**src/rtl/toggle_tx.sv**
```systemverilog
// toggle_tx -- source end of a toggle-handshake event crossing.
//
// Turns single-cycle strobes on pin into level flips on req_tgl, waits for
// each flip to come back on ack_tgl (synchronized locally), and queues
// strobes that arrive mid-transfer in a saturating pending counter.
//
// Optional feature macro: TOGGLE_TX_TIMEOUT_EN (adds the timeout port and
// a WAIT-state cycle counter limited by TIMEOUT_CYC).
//
// Ports:
//   ff_clk    in   clock, rising edge
//   ff_rst    in   synchronous active-high reset
//   pin       in   event strobe, one event per high cycle
//   ack_tgl   in   acknowledge toggle, asynchronous to ff_clk
//   req_tgl   out  request toggle, registered
//   busy      out  high while a transfer awaits its acknowledge
//   pend_cnt  out  events accepted but not yet launched
//   ovf       out  sticky, an event was dropped on a full counter
//   timeout   out  sticky, acknowledge not seen within TIMEOUT_CYC (macro only)
module toggle_tx #(
  parameter int CNT_W       = 4,
  parameter int SYNC_STAGES = 2,   // must be >= 2
  parameter int TIMEOUT_CYC = 255
) (
  input  logic             ff_clk,
  input  logic             ff_rst,
  input  logic             pin,
  input  logic             ack_tgl,
  output logic             req_tgl,
  output logic             busy,
  output logic [CNT_W-1:0] pend_cnt,
  output logic             ovf
`ifdef TOGGLE_TX_TIMEOUT_EN
  ,
  output logic             timeout
`endif
);

  typedef enum logic {S_IDLE, S_WAIT} state_t;

  state_t                 r_state;
  logic [SYNC_STAGES-1:0] r_sync;
  logic                   r_req;
  logic                   r_busy;
  logic [CNT_W-1:0]       r_pend;
  logic                   r_ovf;

  logic w_ack_s;
  logic w_idle;
  logic w_launch;
  logic w_dec;
  logic w_inc;

  assign w_ack_s  = r_sync[SYNC_STAGES-1];
  assign w_idle   = (r_state == S_IDLE);
  // The counter is drained before pin is allowed to launch directly, so a
  // launch from a non-empty counter always consumes a counted event.
  assign w_dec    = w_idle && (r_pend != '0);
  assign w_launch = w_idle && ((r_pend != '0) || pin);
  // pin is counted unless it is the event going out directly this cycle.
  assign w_inc    = pin && !(w_idle && (r_pend == '0));

`ifdef TOGGLE_TX_TIMEOUT_EN
  localparam int TW = $clog2(TIMEOUT_CYC + 1) + 1;
  logic [TW-1:0] r_to_cnt;
  logic          r_timeout;
  assign timeout = r_timeout;
`endif

  always_ff @(posedge ff_clk) begin
    if (ff_rst) begin
      r_state <= S_IDLE;
      r_sync  <= '0;
      r_req   <= 1'b0;
      r_busy  <= 1'b0;
      r_pend  <= '0;
      r_ovf   <= 1'b0;
`ifdef TOGGLE_TX_TIMEOUT_EN
      r_to_cnt  <= '0;
      r_timeout <= 1'b0;
`endif
    end else begin
      r_sync <= {r_sync[SYNC_STAGES-2:0], ack_tgl};

      case (r_state)
        S_IDLE: begin
          // ack_s moving here is ignored; only a launch leaves IDLE.
          if (w_launch) begin
            r_req   <= ~r_req;
            r_busy  <= 1'b1;
            r_state <= S_WAIT;
`ifdef TOGGLE_TX_TIMEOUT_EN
            r_to_cnt <= '0;
`endif
          end
        end
        S_WAIT: begin
          if (w_ack_s == r_req) begin
            r_busy  <= 1'b0;
            r_state <= S_IDLE;
          end
`ifdef TOGGLE_TX_TIMEOUT_EN
          else begin
            // Flag only; the request stays asserted and we keep waiting.
            if (r_to_cnt != TW'(TIMEOUT_CYC)) r_to_cnt <= r_to_cnt + TW'(1);
            if (r_to_cnt == TW'(TIMEOUT_CYC - 1)) r_timeout <= 1'b1;
          end
`endif
        end
        default: r_state <= S_IDLE;
      endcase

      // Simultaneous increment and decrement cancel, so only the
      // pure-increment case can overflow.
      if (w_inc && !w_dec) begin
        if (&r_pend) r_ovf  <= 1'b1;
        else         r_pend <= r_pend + CNT_W'(1);
      end else if (w_dec && !w_inc) begin
        r_pend <= r_pend - CNT_W'(1);
      end
    end
  end

  assign req_tgl  = r_req;
  assign busy     = r_busy;
  assign pend_cnt = r_pend;
  assign ovf      = r_ovf;

endmodule
```
**config.mk**
```make
export PLATFORM = sky130hd
export DESIGN_NAME = toggle_tx
export DESIGN_NICKNAME = d
export VERILOG_FILES = /design/src/rtl/toggle_tx.sv
export SDC_FILE = /design/constraint.sdc
export NUM_CORES = 1
export LEC_CHECK = 0
export CORE_MARGIN = 2
export CORE_UTILIZATION = 25
export CTS_BUF_LIST = sky130_fd_sc_hd__clkbuf_16
export DETAILED_ROUTE_END_ITERATION = 6
export HOLD_SLACK_MARGIN = 0.06
export PLACE_DENSITY = 0.44
export SETUP_SLACK_MARGIN = 0.02
export SKIP_LAST_GASP = 1
export SLEW_MARGIN = 20
export SYNTH_ARGS = -nofsm -noshare
export SYNTH_HDL_FRONTEND = slang
export SYNTH_SLANG_ARGS = --single-unit
```
**constraint.sdc**
```tcl
create_clock -name ff_clk -period 3.2 [get_ports ff_clk]
set_input_delay 0.8 -clock ff_clk [delete_from_list [all_inputs] [get_ports ff_clk]]
set_output_delay 0.8 -clock ff_clk [all_outputs]
set_load 0.05 [all_outputs]
```
==> flow_summary.ini <==
[outcome]
status = finished clean

[critical_path]
worst_r2r_endpoint = pend_cnt[3]$_SDFFE_PP0P_
crit_arrival_ps = 2650
endpoint_kind = flip-flop
cp.required_ps = 3320
startpoint_type = input port
path_class = in -> reg
cp-startpoint = pin
r2r_cells = 6
r2r_start = r_state$_SDFF_PP0_
reg2reg_slack_ps = 1340
endpoint = pend_cnt[3]$_SDFFE_PP0P_
cp_max_fo = 5

[die]
die_area_um2 = 2212
fp.dieH_um = 47.03
num_io_pins = 11
start_util_pct = 26.81
rows = 15
core_um2 = 1727
die_w_um = 47.03

[yosys]
synth_cells = 48
ys_warn_count = 0
synthesis.nets = 55
avgSynthCellArea_um2 = 9.645
synth-seq-cells = 10
synth-seq-area-share_pct = 43.24
syn_area_um2 = 462.9
netlist-cell-type-count = 22

[sta]
slew_headroom_pct = 67.25
finalSetupViolations = 0
fin_crit_sh_pct = 79.07
final_max_slew_viol_count = 0
fin_ws_ps = 669.8
hold-worst-slack_ps = 431.1
hold_viol_final = 0
fin_crit_ps = 2530
worst_pin_slew_ps = 489.7
skew_ps = 1.517
rsz0062_at_grt = false
fin_tns_setup_ps = 0
max_freq_mhz = 395.2

[global_routing]
gr-total-overflow = 0
antenna_found_initial = 0
first_global_vias = 305
grt_pass1_wl_um = 1345
grt_usage_pct = 9.048
grt_max_degree = 12

[drt]
vias = 369
met3_length_um = 74
wl_per_cell_um = 9.849
m1WireLength_um = 417
dr.pass1.iters = 2
vias_per_cell = 4.291
routed_wl_um = 847
drcViolationCount = 0
ant_nets = 0
topRoutingLayerUsed = met4
wl_met2_um = 348
drt_iter0_drc = 3

[power]
p_leak_nw = 0.2585
internal_power_w = 0.0004874
seq_power_share_pct = 26.6
p_switching_w = 0.0003335
combinationalPowerShare_pct = 47.1
p_per_area_nw_per_um2 = 1226
switching_share_pct = 40.62
pwr-share-clk_pct = 26.3
irDropWorstVdd_mv = 0.4286

[final_layout]
finish.instance_area_um2 = 669.4
n_fill_cell = 197
n_antenna_cell = 0
finalNetCount = 69
layout_common_cells = 10 x dfxtp_1, 10 x clkdlybuf4s50_1, 8 x nor2_1
layout-drive-gt1-share_pct = 8.197
area_delta_synth_final_pct = 44.59

[clock_tree]
cts_tree = yes
cts_resized = 0
clk-insertion-delay-late_ps = 230
clock_path_buffers = 2
clock_sinks = 10
cts-root-buf = clkbuf_16
cts_made_buffers = 3
clkTransAtPathRegs_ps = 40
htreeDepth = 1
postCtsSetupBuffers = 0
cts_hold_buf = 0

[place]
pre_cts_slack_ps = 421.4
placed_cell_area_um2 = 590.6
hpwl_um = 613.7
portBuffers = 10
place_congestion = 0.6838

[min_path]
hold_path.class = reg -> reg

[run]
maxCapViolCount = 0
[metrics by stage]
stage / power, W / std cells / util (%)
global placement: 0.0006079 / 82 / 34.20
floorplan: 0.0005027 / 48 / -
global route: 0.0008694 / 86 / 38.77
CTS: 0.0008313 / 86 / 38.77
finish: 0.0008209 / 86 / 38.77
detailed placement: 0.0006057 / 82 / 34.20
[worst min-delay path by stage]
stage                              start                   end  slack, ps  cells after the start
finish              r_sync[0]$_SDFF_PP0_  r_sync[1]$_SDFF_PP0_        430                      1
global route        r_sync[0]$_SDFF_PP0_  r_sync[1]$_SDFF_PP0_        450                      1
CTS                 r_sync[0]$_SDFF_PP0_  r_sync[1]$_SDFF_PP0_        430                      1
detailed placement  r_sync[0]$_SDFF_PP0_  r_sync[1]$_SDFF_PP0_        420                      1
global placement    r_sync[0]$_SDFF_PP0_  r_sync[1]$_SDFF_PP0_        420                      1
floorplan           r_sync[0]$_SDFF_PP0_  r_sync[1]$_SDFF_PP0_        410                      1
[Yosys cell counts, drive strengths merged]
| library cell | count | area [um^2] |
|---|---|---|
| dfxtp | 10 | 200.2 |
| nor2 | 8 | 30.03 |
| nand2 | 3 | 11.26 |
| nor2b | 3 | 18.77 |
| xnor2 | 3 | 26.28 |
| a211oi | 2 | 15.01 |
| a21oi | 2 | 10.01 |
| a31oi | 2 | 12.51 |
| ha | 2 | 25.02 |
| a21o | 1 | 8.760 |
| a221oi | 1 | 8.760 |
| and4 | 1 | 8.760 |
| clkbuf | 1 | 3.750 |
| fa | 1 | 20.02 |
| inv | 1 | 3.750 |
| mux2 | 1 | 11.26 |
| mux2i | 1 | 10.01 |
| nand3 | 1 | 5.000 |
| nor4 | 1 | 12.51 |
| o22ai | 1 | 6.260 |
| or2 | 1 | 6.260 |
| xor2 | 1 | 8.760 |
[area by class of cell]
cell class	count	area, um^2	share of cell area, %
multi-input combinational	36	255.2	38.13
sequential	10	200.2	29.91
inverter	1	3.754	0.5607
clock inverter	1	3.754	0.5607
clock buffer	3	75.07	11.21
tap	25	31.28	4.673
timing repair buffer	10	100.1	14.95
[flip-flops by register name, indices dropped and copies added, names as in the netlist]
register	count
busy	1
ovf	1
pend_cnt	4
r_state	1
r_sync	2
req_tgl	1
[power groups by stage]
stage | sequential (W) | combinational (W) | clock [W]
after global routing | 0.000226 | 0.000415 | 0.000229
after floorplan | 0.000327 | 0.000175 | 0
after CTS | 0.000220 | 0.000390 | 0.000222
after global placement | 0.000222 | 0.000386 | 0
after detailed placement | 0.000222 | 0.000384 | 0
final | 0.000219 | 0.000386 | 0.000216
[kinds of logic (layout without fill, tap and decap cells)]
| family | Yosys count | after routing | share of synthesized area [%] |
|---|---|---|---|
| AO/OA/AOI/OAI | 9 | 9 | 13.24 |
| XOR/XNOR | 4 | 4 | 7.569 |
| buffers and inverters | 2 | 15 | 1.620 |
| AND/OR/NAND/NOR | 18 | 18 | 20.00 |
| multiplexers | 2 | 2 | 4.595 |
| adder cells (fa/ha/maj) | 3 | 3 | 9.729 |
| flip-flops | 10 | 10 | 43.24 |
[per-layer routing]
metal,vias up,GRT usage (%)
met5,-,0
met4,0,3.333
met3,2,6.154
met2,9,11.23
met1,162,12.21
li1,196,-
[critical path, stage by stage]
cell             delay [ps]
clkdlybuf4s50_1         540
nand2_1                 160
ha_1                    360
a21oi_1                 180
a211oi_1                 90
a31oi_1                 170
mux2_1                  330
Power figures use the tool's default switching activity.
